File: src/rtl/wisard_pkg.sv
// Shared definitions for the wisard stream generator.
//   state_t : stream FSM state encoding (IDLE=0, STREAM=1, GAP=2)
//   clog2   : ceiling log2, used to size the gap counter
package wisard_pkg;

    typedef enum logic [1:0] {
        IDLE   = 2'd0,
        STREAM = 2'd1,
        GAP    = 2'd2
    } state_t;

    function automatic int clog2(input int unsigned value);
        int r;
        r = 0;
        for (int unsigned i = 0; i < 32; i++) begin
            if ((32'd1 << i) < value) begin
                r = int'(i) + 1;
            end
        end
        return r;
    endfunction

endpackage

File: src/rtl/wisard_sample_buf.sv
// Two-slot sample buffer between the upstream handshake and the streamer.
// Ports:
//   clk, rst_n   : clock, asynchronous active-low reset
//   push         : write push_data into the write slot (caller gates with in_ready)
//   push_data    : one complete packed sample
//   pop          : release the read slot
//   in_ready     : low only while both slots are occupied
//   occupancy    : number of filled slots (0..2)
//   rd_data      : contents of the read slot
module wisard_sample_buf #(
    parameter int DATA_WIDTH = 392
) (
    input  logic                  clk,
    input  logic                  rst_n,
    input  logic                  push,
    input  logic [DATA_WIDTH-1:0] push_data,
    input  logic                  pop,
    output logic                  in_ready,
    output logic [1:0]            occupancy,
    output logic [DATA_WIDTH-1:0] rd_data
);

    logic [DATA_WIDTH-1:0] slots [2];
    logic                  wr_ptr;
    logic                  rd_ptr;
    logic                  full_q;
    logic [1:0]            occ_next;

    always_comb begin
        occ_next = occupancy + {1'b0, push} - {1'b0, pop};
    end

    always_ff @(posedge clk or negedge rst_n) begin
        if (!rst_n) begin
            wr_ptr    <= 1'b0;
            rd_ptr    <= 1'b0;
            occupancy <= '0;
            full_q    <= 1'b0;
        end else begin
            if (push) begin
                wr_ptr <= ~wr_ptr;
            end
            if (pop) begin
                rd_ptr <= ~rd_ptr;
            end
            occupancy <= occ_next;
            full_q    <= (occ_next == 2'd2);
        end
    end

    // Slot contents need no reset: occupancy alone decides what is valid.
    always_ff @(posedge clk) begin
        if (push) begin
            slots[wr_ptr] <= push_data;
        end
    end

    // Registered full flag, masked by reset so ready reads 0 while held in reset.
    assign in_ready = rst_n & ~full_q;
    assign rd_data  = slots[rd_ptr];

endmodule

File: src/rtl/wisard_stream_gen.sv
// Serialises packed N_RAMS-address samples into the wisard core stream,
// one address per clock, with optional idle gap between samples.
// Ports:
//   clk, rst_n  : clock, asynchronous active-low reset
//   in_valid    : in_data holds a sample
//   in_ready    : a buffer slot is free
//   in_data     : packed sample, RAM i at [i*ADDRESS_WIDTH +: ADDRESS_WIDTH]
//   sop/eop     : first / last beat of a sample
//   sink_valid  : addr/index valid
//   addr, index : RAM address and RAM index of the beat
//   busy        : sample buffered or FSM not idle
//   sample_cnt  : number of eop beats issued (wraps)
module wisard_stream_gen
    import wisard_pkg::*;
#(
    parameter int ADDRESS_WIDTH = 8,
    parameter int INDEX_WIDTH   = 6,
    parameter int N_RAMS        = 49,
    parameter int GAP_CYCLES    = 0
) (
    input  logic                            clk,
    input  logic                            rst_n,
    input  logic                            in_valid,
    output logic                            in_ready,
    input  logic [N_RAMS*ADDRESS_WIDTH-1:0] in_data,
    output logic                            sop,
    output logic                            sink_valid,
    output logic                            eop,
    output logic [ADDRESS_WIDTH-1:0]        addr,
    output logic [INDEX_WIDTH-1:0]          index,
    output logic                            busy,
    output logic [31:0]                     sample_cnt
);

    localparam int DW = N_RAMS * ADDRESS_WIDTH;
    localparam int GW = (GAP_CYCLES > 1) ? clog2(GAP_CYCLES) : 1;
    localparam logic [INDEX_WIDTH-1:0] LAST = INDEX_WIDTH'(N_RAMS - 1);

    logic                     push;
    logic                     pop;
    logic [1:0]               occ;
    logic [DW-1:0]            rd_data;

    state_t                   state_q, state_d;
    logic [INDEX_WIDTH-1:0]   idx_q, idx_d;
    logic [GW-1:0]            gap_q, gap_d;
    logic                     issue;
    logic [INDEX_WIDTH-1:0]   beat;
    logic [ADDRESS_WIDTH-1:0] beat_addr;

    assign push = in_valid && in_ready;

    wisard_sample_buf #(
        .DATA_WIDTH(DW)
    ) u_buf (
        .clk       (clk),
        .rst_n     (rst_n),
        .push      (push),
        .push_data (in_data),
        .pop       (pop),
        .in_ready  (in_ready),
        .occupancy (occ),
        .rd_data   (rd_data)
    );

    // issue/beat name the beat registered onto the outputs at this edge;
    // idx_q holds the next beat to issue while in STREAM.
    always_comb begin
        state_d = state_q;
        idx_d   = idx_q;
        gap_d   = gap_q;
        issue   = 1'b0;
        beat    = '0;
        pop     = 1'b0;
        unique case (state_q)
            IDLE: begin
                if (occ != '0) begin
                    issue = 1'b1;
                end
            end
            STREAM: begin
                issue = 1'b1;
                beat  = idx_q;
            end
            GAP: begin
                if (gap_q == '0) begin
                    state_d = IDLE;
                end else begin
                    gap_d = gap_q - 1'b1;
                end
            end
            default: state_d = IDLE;
        endcase

        if (issue) begin
            if (beat == LAST) begin
                pop   = 1'b1;
                idx_d = '0;
                if (GAP_CYCLES > 0) begin
                    state_d = GAP;
                    gap_d   = GW'(GAP_CYCLES - 1);
                end else if (occ > 2'd1 || push) begin
                    // A sample behind the one being popped (or arriving now) streams back-to-back.
                    state_d = STREAM;
                end else begin
                    state_d = IDLE;
                end
            end else begin
                state_d = STREAM;
                idx_d   = beat + 1'b1;
            end
        end
    end

    always_comb begin
        beat_addr = rd_data[beat*ADDRESS_WIDTH +: ADDRESS_WIDTH];
    end

    always_ff @(posedge clk or negedge rst_n) begin
        if (!rst_n) begin
            state_q    <= IDLE;
            idx_q      <= '0;
            gap_q      <= '0;
            sink_valid <= 1'b0;
            sop        <= 1'b0;
            eop        <= 1'b0;
            addr       <= '0;
            index      <= '0;
            sample_cnt <= '0;
        end else begin
            state_q    <= state_d;
            idx_q      <= idx_d;
            gap_q      <= gap_d;
            sink_valid <= issue;
            sop        <= issue && (beat == '0);
            eop        <= issue && (beat == LAST);
            addr       <= issue ? beat_addr : '0;
            index      <= issue ? beat : '0;
            if (pop) begin
                sample_cnt <= sample_cnt + 32'd1;
            end
        end
    end

    assign busy = (occ != '0) || (state_q != IDLE);

endmodule
File: config.mk
export PLATFORM = sky130hd
export DESIGN_NAME = wisard_stream_gen
export DESIGN_NICKNAME = d
export VERILOG_FILES = /design/src/rtl/wisard_pkg.sv /design/src/rtl/wisard_sample_buf.sv /design/src/rtl/wisard_stream_gen.sv
export SDC_FILE = /design/constraint.sdc
export NUM_CORES = 1
export LEC_CHECK = 0
export CAP_MARGIN = 5
export CORE_MARGIN = 10
export CORE_UTILIZATION = 35
export DETAILED_ROUTE_END_ITERATION = 10
export PLACE_DENSITY = 0.55
export SLEW_MARGIN = 0
export SYNTH_ARGS = -nofsm -noshare
export SYNTH_HDL_FRONTEND = slang
export SYNTH_SLANG_ARGS = --single-unit
File: constraint.sdc
create_clock -name clk -period 28.8 [get_ports clk]
set_clock_uncertainty 0.1 [all_clocks]
set_input_delay 5.76 -clock clk [delete_from_list [all_inputs] [get_ports clk]]
set_output_delay 5.76 -clock clk [all_outputs]
set_load 0.02 [all_outputs]
==> impl_metrics.csv, run 1 <==
group,metric,value,unit
routing,drc_errors,0,
sta,setup_tns,0,ns
die,core_area,93050,um^2
logic_synthesis,yosys.area.top_type,"edfxtp_1",
global_routing,grt_pass1_wl,131100,um
global_routing,grt_pass1_vias,18980,
job,max-cap-violations,0,
logic_synthesis,ys_seq_area_share,76.67,%
pwr,switching_share,21.59,%
global_routing,grt_usage,16.80,%
pwr,seqPwrFrac,51.2,%
logic_synthesis,async_flop_share,7.219,%
clock_tree,htree_levels,3,
sta,setup_violations,0,
routing,firstDrtPassIters,5,
run_status,status,"finished, final reports clean",
routing,vias,17660,
logic_synthesis,synth_edf_count,784,
pwr,p_switching,0.6438,mW
sta,timing.fmax,76.80,MHz
die,num_rows,112,
clock_tree,cts.sinks,845,
global_routing,use_met1,20.86,%
sta,rsz0062_at_grt,"false",
worst_setup_path,cp_top_family,"buffers and inverters",
finish,n_fill_cell,8143,
clock_tree,cts_buffers,93,
sta,min_period,13.02,ns
logic_synthesis,synthTopCellsByArea,"edfxtp_1 72%, mux4_2 9.2%, dfrtp_1 4.7%",
clock_tree,clk_pin_slew,0.06,ns
logic_synthesis,yosysTopAreaCellShare,72.00,%
routing,ant_nets,0,
die,start_util,35.14,%
global_routing,gr-usage-met2,28.06,%
sta,whs,0.3920,ns
worst_setup_path,worstSetupEndpointType,"output pin",
worst_hold_path,hp-class,"reg -> reg",
worst_setup_path,startpoint_type,"input port",
pwr,pwr_density_cell,71.78,nW/um^2
die,die_area,106000,um^2
worst_setup_path,critPathArrivalTime,7.16,ns
routing,detail_route.vias_per_cell,5.098,
die,dieWidth,325.6,um
logic_synthesis,synth_nets,2051,
clock_tree,tritoncts,"yes",
logic_synthesis,syn-cell-area,32700,um^2
finish,drive_above_1_share,14.40,%
sta,fin_ws,15.78,ns
worst_setup_path,crit_fanout,34,
global_routing,grt_busiest_layer,"met2",
worst_setup_path,crit_type,"in -> out",
logic_synthesis,synth_flop_cell,"edfxtp_1",
logic_synthesis,synth-seq-cells,845,
worst_setup_path,slowest_delay,0.69,ns
finish,final_common_cell,"edfxtp_1",
clock_tree,cts_resized,0,
die,ios,446,
sta,slew_headroom,21.90,%
pwr,max-vdd-ir-drop,0.00004728,V
global_routing,globalRouteMet3Util,5.277,%
logic_synthesis,synth_cell_types,50,
pwr,pwr-share-clk,41.1,%
worst_setup_path,worst-path-buf-inv,2,
logic_synthesis,avgSynthCellArea,19.80,um^2
finish,utilization,44.64,%
routing,drt-initial-drc-count,1589,
sta,post-route-period-util,45.21,%
routing,wire_per_inst,26.36,um
global_routing,grt-ovfl-total,0,
clock_tree,clock_latency,0.65,ns
clock_tree,clock_path_buffers,3,
place,io_buffers,445,
clock_tree,postCtsHoldBufs,0,
place,place_ws,15.77,ns
pwr,power_leakage,14.29,nW
clock_tree,cts_setup_buffers,0,
clock_tree,ctsRootBufferMaster,"clkbuf_16",
sta,hold_violations,0,
pwr,p_comb_share,7.7,%
pwr,power.internal,2.338,mW
finish,syn2layout_area_growth,27.05,%
finish,nets,2527,
sta,slew_viol_final,0,
place,dp_hpwl,62600,um
sta,tightest_slew,1.164,ns
worst_setup_path,slowest_stage,"clkdlybuf4s50_1",
pwr,finalPower,2.982,mW
routing,routed_wl,91330,um
worst_setup_path,path_cells,"buf_4 > nor2b_1 > clkdlybuf4s50_1",
finish,layout_common_cells,"784 x edfxtp_1, 444 x clkdlybuf4s50_1, 133 x mux4_2",
logic_synthesis,synth_warnings,0,
global_routing,grt_max_degree,168,
place,place_congestion,0.7682,
worst_setup_path,critPathRequiredTime,22.94,ns
global_routing,antenna_found_initial,24,
logic_synthesis,syn_inst,1651,
die,die_y,325.6,um
-- cell type report --
cell class	count	area, um^2	area share, %
Tap cell	1254	1569	3.777
Clock buffer	116	2517	6.060
Multi-Input combinational cell	709	7017	16.89
Inverter	9	38.79	0.09337
Clock inverter	54	656.9	1.581
Antenna cell	9	22.52	0.05422
Sequential cell	845	25080	60.36
Timing Repair Buffer	469	4644	11.18
-- synth_stat cells, drive strengths merged, types with 28 or more instances --
cell / instances
a22oi: 31
edfxtp: 784
clkbuf: 28
nor2: 31
mux2i: 103
mux4: 133
a21oi: 47
a221oi: 29
xnor2: 28
nand2: 109
dfrtp: 61
buf: 60
-- per-layer routing --
layer	wire length [um]	share of wire [%]
met1	36530	40
met2	45590	50
met3	6836	7.5
met4	2198	2.4
met5	171	0.19
-- through the flow --
| stage | std cells | cell area, um^2 |
|---|---|---|
| final | 3465 | 41540 |
| after global routing | 3462 | 41530 |
| after CTS | 3456 | 41520 |
| after detailed placement | 3286 | 38340 |
| after global placement | 3286 | 38340 |
| after floorplan | 1651 | 32700 |
-- worst reg2reg max path, delay by kind of cell (launching register included) --
family,cells,cell delay [ns]
AND/OR/NAND/NOR,3,1.38
buffers and inverters,3,2.73
flip-flops,1,0.41
-- logic make-up after synthesis --
logic type | Yosys count | synth area share (%)
DFF | 845 | 76.67
muxes | 243 | 12.56
and+or+nand+nor | 240 | 3.574
AOI/OAI and AO/OA | 184 | 4.075
buffers and inverters | 97 | 1.940
xor gates and xnor gates | 37 | 0.9912
adders and majority gates | 5 | 0.1913
-- flip-flops by register name (all words and copies together), names as in the netlist --
register         count
addr                 8
eop                  1
idx_q                6
index                6
sample_cnt          32
sink_valid           1
sop                  1
state_q              1
u_buf.full_q         1
u_buf.occupancy      2
u_buf.rd_ptr         1
u_buf.slots        784
u_buf.wr_ptr         1
-- final timing paths --
kind	start	endpoint	slack [ns]	cells past startpoint
min reg2reg	sample_cnt[31]	sample_cnt[31]	0.39	1
max in group asynchronous	rst_n	u_buf.rd_ptr	22.75	2
max	rst_n	in_ready	15.78	3
max reg2reg	u_buf.full_q	u_buf.slots[0][94]	23.74	6
min	sample_cnt[31]	sample_cnt[31]	0.39	1
min in group asynchronous	rst_n	sample_cnt[23]	4.95	1
-- power groups by stage --
stage          clock, mW  combinational, mW  sequential [mW]
2_1_floorplan          0              0.111             1.62
3_3_place_gp           0              0.230             1.54
3_5_place_dp           0              0.236             1.55
4_1_cts             1.26              0.237             1.53
5_1_grt             1.31              0.251             1.54
6_report            1.23              0.231             1.53
(Power assumes the default switching activity.)
==> run 2: changes to the inputs <==
--- a/config.mk
+++ b/config.mk
@@ -9,7 +9,7 @@
 export CORE_MARGIN = 10
 export CORE_UTILIZATION = 35
 export DETAILED_ROUTE_END_ITERATION = 10
-export PLACE_DENSITY = 0.55
+export PLACE_DENSITY = 0.57
 export SLEW_MARGIN = 0
 export SYNTH_ARGS = -nofsm -noshare
 export SYNTH_HDL_FRONTEND = slang
==> constraint.sdc (replaced) <==
create_clock -name clk -period 11 [get_ports clk]
set_clock_uncertainty 0.1 [all_clocks]
set_input_delay 2.2 -clock clk [delete_from_list [all_inputs] [get_ports clk]]
set_output_delay 2.2 -clock clk [all_outputs]
set_load 0.02 [all_outputs]
==> run 2 against run 1 <==
  * Sequential share of layout area grew 0.27 points
  * Hold slack lost 0.010 ns
  * Core utilization shrank 0.20 points
  * Count of clock-buffer cells in the layout shrank 5
  * Highest routed layer unchanged
  * Cell area shrank 0.44%
  * Sequential cell count is the same
  * Power grew to 2.6 times the previous value
  * Via count is essentially flat
  * Setup slack lost 10 ns
  * Critical endpoint unchanged
==> impl_metrics.csv, run 2 (synthesized netlist as in run 1, its figures left out) <==
group,metric,value,unit
sta,slew_viol_final,0,
routing,met1_length,36530,um
worst_setup_path,critPathRequiredTime,8.70,ns
sta,slew_headroom,15.53,%
worst_hold_path,min_from,"sample_cnt[31]",
place,place_ws,5.048,ns
sta,rsz0062_at_grt,"false",
global_routing,grt_max_degree,177,
pwr,pwr_density_cell,185.0,nW/um^2
routing,dr_wl_met3,6827,um
pwr,power_leakage,14.17,nW
sta,post-route-period-util,51.13,%
routing,drc_errors,0,
routing,drt-initial-drc-count,1926,
finish,fin_area,41360,um^2
routing,ant_nets,0,
worst_setup_path,crit_fanout,3,
sta,whs,0.3819,ns
routing,vias,17660,
sta,fin_ws,5.375,ns
pwr,max-vdd-ir-drop,0.00009996,V
clock_tree,cts_buffers,91,
routing,firstDrtPassIters,7,
finish,layout_common_cells,"784 x edfxtp_1, 444 x clkdlybuf4s50_1, 133 x mux4_2",
place,dp_hpwl,62610,um
clock_tree,cts_resized,0,
routing,wl_met2,46100,um
die,core_area,93050,um^2
routing,top_layer,"met5",
global_routing,grt_pass1_vias,18710,
routing,wire_per_inst,26.43,um
die,start_util,35.14,%
worst_hold_path,whs_path_depth,1,
worst_hold_path,min_to,"sample_cnt[31]",
sta,setup_violations,0,
worst_setup_path,reg2reg_depth,8,
clock_tree,htree_levels,3,
finish,nets,2518,
global_routing,grt-ovfl-total,0,
run_status,status,"finished, final reports clean",
worst_setup_path,reg2reg_to,"addr[1]",
clock_tree,ctsRootBufferMaster,"clkbuf_16",
finish,final_common_cell,"edfxtp_1",
place,dpl_cell_area,38340,um^2
place,place_congestion,0.7692,
sta,setup_tns,0,ns
routing,routed_wl,91320,um
global_routing,grt_usage,16.75,%
sta,tightest_slew,1.267,ns
finish,n_fill_cell,8122,
routing,detail_route.vias_per_cell,5.112,
finish,largest_reg_flops,784,
die,ios,446,
clock_tree,cts_setup_buffers,0,
clock_tree,clock_path_buffers,3,
worst_setup_path,crit_type,"in -> out",
die,dieWidth,325.6,um
clock_tree,tritoncts,"yes",
worst_setup_path,critPathArrivalTime,3.32,ns
finish,largest-register,"u_buf.slots",
clock_tree,postCtsHoldBufs,0,
global_routing,antenna_found_initial,17,
worst_setup_path,startpoint_type,"input port",
clock_tree,cts.sinks,845,
die,die_y,325.6,um
job,max-cap-violations,0,
sta,min_period,5.625,ns
worst_setup_path,worstSetupEndpointType,"output pin",
worst_setup_path,rr_startpoint,"state_q[0]",
die,die_area,106000,um^2
sta,timing.fmax,177.8,MHz
finish,drive_above_1_share,13.63,%
worst_hold_path,hp-class,"reg -> reg",
clock_tree,clock_latency,0.64,ns
sta,hold_violations,0,
clock_tree,clk_pin_slew,0.06,ns
worst_setup_path,r2r_slack,6.18,ns
place,io_buffers,445,
finish,top_regs,"u_buf.slots x784, sample_cnt x32, addr x8",
finish,syn2layout_area_growth,26.49,%
global_routing,grt_pass1_wl,130200,um
die,num_rows,112,
pwr,finalPower,7.653,mW
[run 2: changes by cell type in the layout (fill, tap and decap cells not counted), moves of 2 or more]
cell,before,now
inv_4,3,0
clkinv_1,13,21
clkbuf_1,16,18
buf_4,24,13
clkinv_2,12,14
clkbuf_16,96,93
buf_12,1,5
clkbuf_8,4,0
diode_2,9,7
bufinv_16,14,11
[run 2: metrics by stage]
stage | util [%] | std cells
detailed placement | 41.21 | 3279
floorplan | - | 1651
CTS | 44.43 | 3448
global route | 44.44 | 3453
finish | 44.45 | 3455
global placement | 41.21 | 3279
[run 2: critical path, stage by stage]
cell and delay [ns]:
buf_4 0.13, nor2b_1 0.26, clkdlybuf4s50_1 0.73
[run 2: cell type report]
class                      count  area (um^2)  share of cell area (%)
timing repair buffer         462         4642                   11.22
tap                         1254         1569                   3.794
antenna                        7        17.52                 0.04235
sequential                   845        25080                   60.63
clock buffer                 111         2395                   5.790
multi-input combinational    709         7017                   16.97
clock inverter                58        604.3                   1.461
inverter                       9        38.79                 0.09378
[run 2: how the worst max path moves through the flow]
stage / start / endpoint / slack [ns]
after global routing: rst_n / in_ready / 5.31
final: rst_n / in_ready / 5.38
after detailed placement: in_valid / u_buf.slots[0][116] / 5.05
after global placement: in_valid / u_buf.slots[0][114] / 5.14
after CTS: rst_n / in_ready / 5.33
after floorplan: rst_n / u_buf.slots[0][0] / 1.64
[run 2: power by group]
part	leakage (nW)	switching (mW)	internal, mW
Combinational	4.76	0.351	0.259
Sequential	7.96	0.0831	3.91
Clock	1.45	1.24	1.81
Total	14.2	1.67	5.98
[run 2: metal layers]
| metal | global-route usage [%] | up-vias |
|---|---|---|
| met5 | 0 | - |
| met2 | 28.35 | 636 |
| met3 | 4.683 | 113 |
| li1 | - | 7728 |
| met4 | 4.469 | 12 |
| met1 | 20.96 | 9172 |
==> edit: new RTL, settings of run 2 <==
Re-encode `state_t` (3 states) as one-hot, 3 bits wide.
--- a/src/rtl/wisard_pkg.sv
+++ b/src/rtl/wisard_pkg.sv
@@ -4,8 +4,8 @@
 package wisard_pkg;
 
-    typedef enum logic [1:0] {
-        IDLE   = 2'd0,
-        STREAM = 2'd1,
-        GAP    = 2'd2
+    typedef enum logic [2:0] {
+        IDLE   = 3'b001,
+        STREAM = 3'b010,
+        GAP    = 3'b100
     } state_t;
 
Check against the original RTL: no difference found for any inputs over 4 cycles, from zero or initial values and one cycle with rst_n low; so few cycles prove little.
==> edit against run 2 <==
Sequential cell count grew 1; register-to-register slack gained 0.39 ns; cell area grew 2.9%; routed wire length grew 5.6%; final cell count grew 6.8%; setup slack gained 0.13 ns; synthesized area grew 3.5%; core utilization grew 0.13 points; largest cell class unchanged; highest routed layer unchanged.
Power is not compared: it rests on default switching activity, and its combinational part moved more than twofold at a synthesized area within 25%.
==> edit: results (changes against run 2) <==
- The number of fill cells was 8335 (was 8122).
- The number of violations reported at the end of detailed-routing iteration 0 came to 1642 (was 1926).
- The aggregate global-route resource usage is 0.171 (was 0.168).
- The unique cell type count in the Yosys netlist is 72 (was 50).
- The total routed wire length on the met1 layer is 38400 um (was 36500 um).
- The relative slew slack was 0.191 (was 0.155).
- The fraction of registers with async set or reset after synthesis came to 0.0733 (was 0.0722).
- The maximum number of pins on one net before global-route repair came to 173 (was 177).
- The synthesis-stage register bit count came to 846 (was 845).
- The critical path arrival was 3.20 ns (was 3.32 ns).
- The fraction of final layout cells with drive strength greater than 1 was 0.137 (was 0.136).
- The count of inverters not on the clock network in the layout came to 14 (was 9).
- Dominant cells by area after synthesis: edfxtp_1 (70%), mux4_2 (6.7%), dfrtp_1 (4.5%) (was edfxtp_1 (72%), mux4_2 (9.2%), dfrtp_1 (4.7%)).
- The non-clock buffer area fraction after layout is 0.111 (was 0.112).
- The routing usage on met3 came to 0.0410 (was 0.0468).
- The number of enable-type register cells in the synthesized netlist is 784 (unchanged).
- The capture instance of the worst register-to-register path is addr[7] (was addr[1]).
- The total of clock buffers placed in the layout is 108 (was 111).
- The routability congestion estimate came to 0.793 (was 0.769).
- The number of multi-input combinational cells in the layout is 915 (was 709).
- The detail-routed via count per cell is 5.29 (was 5.11).
- The number of global-route vias before repair came to 21100 (was 18700).
- The proportion of synthesized area in mux cells is 0.0983 (was 0.126).
- The largest incremental delay on the critical path is 0.66 ns (was 0.73 ns).
- The number of detailed-route iterations in the first pass is 5 (was 7).
- The share of final layout cell area taken by clock buffers and inverters came to 0.0709 (was 0.0725).
- The number of nets in the layout is 2745 (was 2518).
- The sequential fraction of the synthesis area is 0.742 (was 0.767).
- Result of the run: finished clean (unchanged).
- The antenna diode count is 2 (was 7).
- The adder-cell share of the synthesized area is 0.00259 (was 0.00191).
- The area fraction in compound gates after synthesis is 0.0805 (was 0.0408).
- The routing usage on met2 is 0.294 (was 0.283).
- The length of routed met2 wiring was 48900 um (was 46100 um).
- The final routed wire length divided by cell count was 26.1 um (was 26.4 um).
- After layout, the design draws a total of approximately 8.6 mW.
- The number of nets produced by synthesis came to 2299 (was 2051).
- The worst hold slack after final layout is 0.371 ns (was 0.382 ns).
- The global-route wire length before repair came to 138000 um (was 130000 um).
- The total met3 wirelength after detailed routing is 6690 um (was 6830 um).
-- edit: cell types whose count changed after synthesis, sizes merged, moves of 26 or more --
cell | run 2 | this run
a21oi | 47 | 95
a221oi | 29 | 3
a22oi | 31 | 69
mux4 | 133 | 101
nand2 | 109 | 46
nand3b | 0 | 39
o21ai | 15 | 59
o221ai | 4 | 34
o22a | 0 | 50
or2 | 0 | 40
-- edit: stage by stage --
stage / cells / cell area, sq um / setup slack (ns)
after floorplan: 1897 / 33800 / 1.64
after global placement: 3513 / 39500 / 5.52
after CTS: 3687 / 42500 / 5.50
after global routing: 3687 / 42500 / 5.47
final: 3689 / 42500 / 5.50
after detailed placement: 3513 / 39500 / 5.50
-- edit: how the worst max path moves through the flow --
stage | startpoint | slack (ns) | to
final | rst_n | 5.50 | in_ready
after global routing | rst_n | 5.47 | in_ready
after CTS | rst_n | 5.50 | in_ready
after detailed placement | rst_n | 5.50 | in_ready
after global placement | rst_n | 5.52 | in_ready
after floorplan | rst_n | 1.64 | u_buf.slots[0][0]
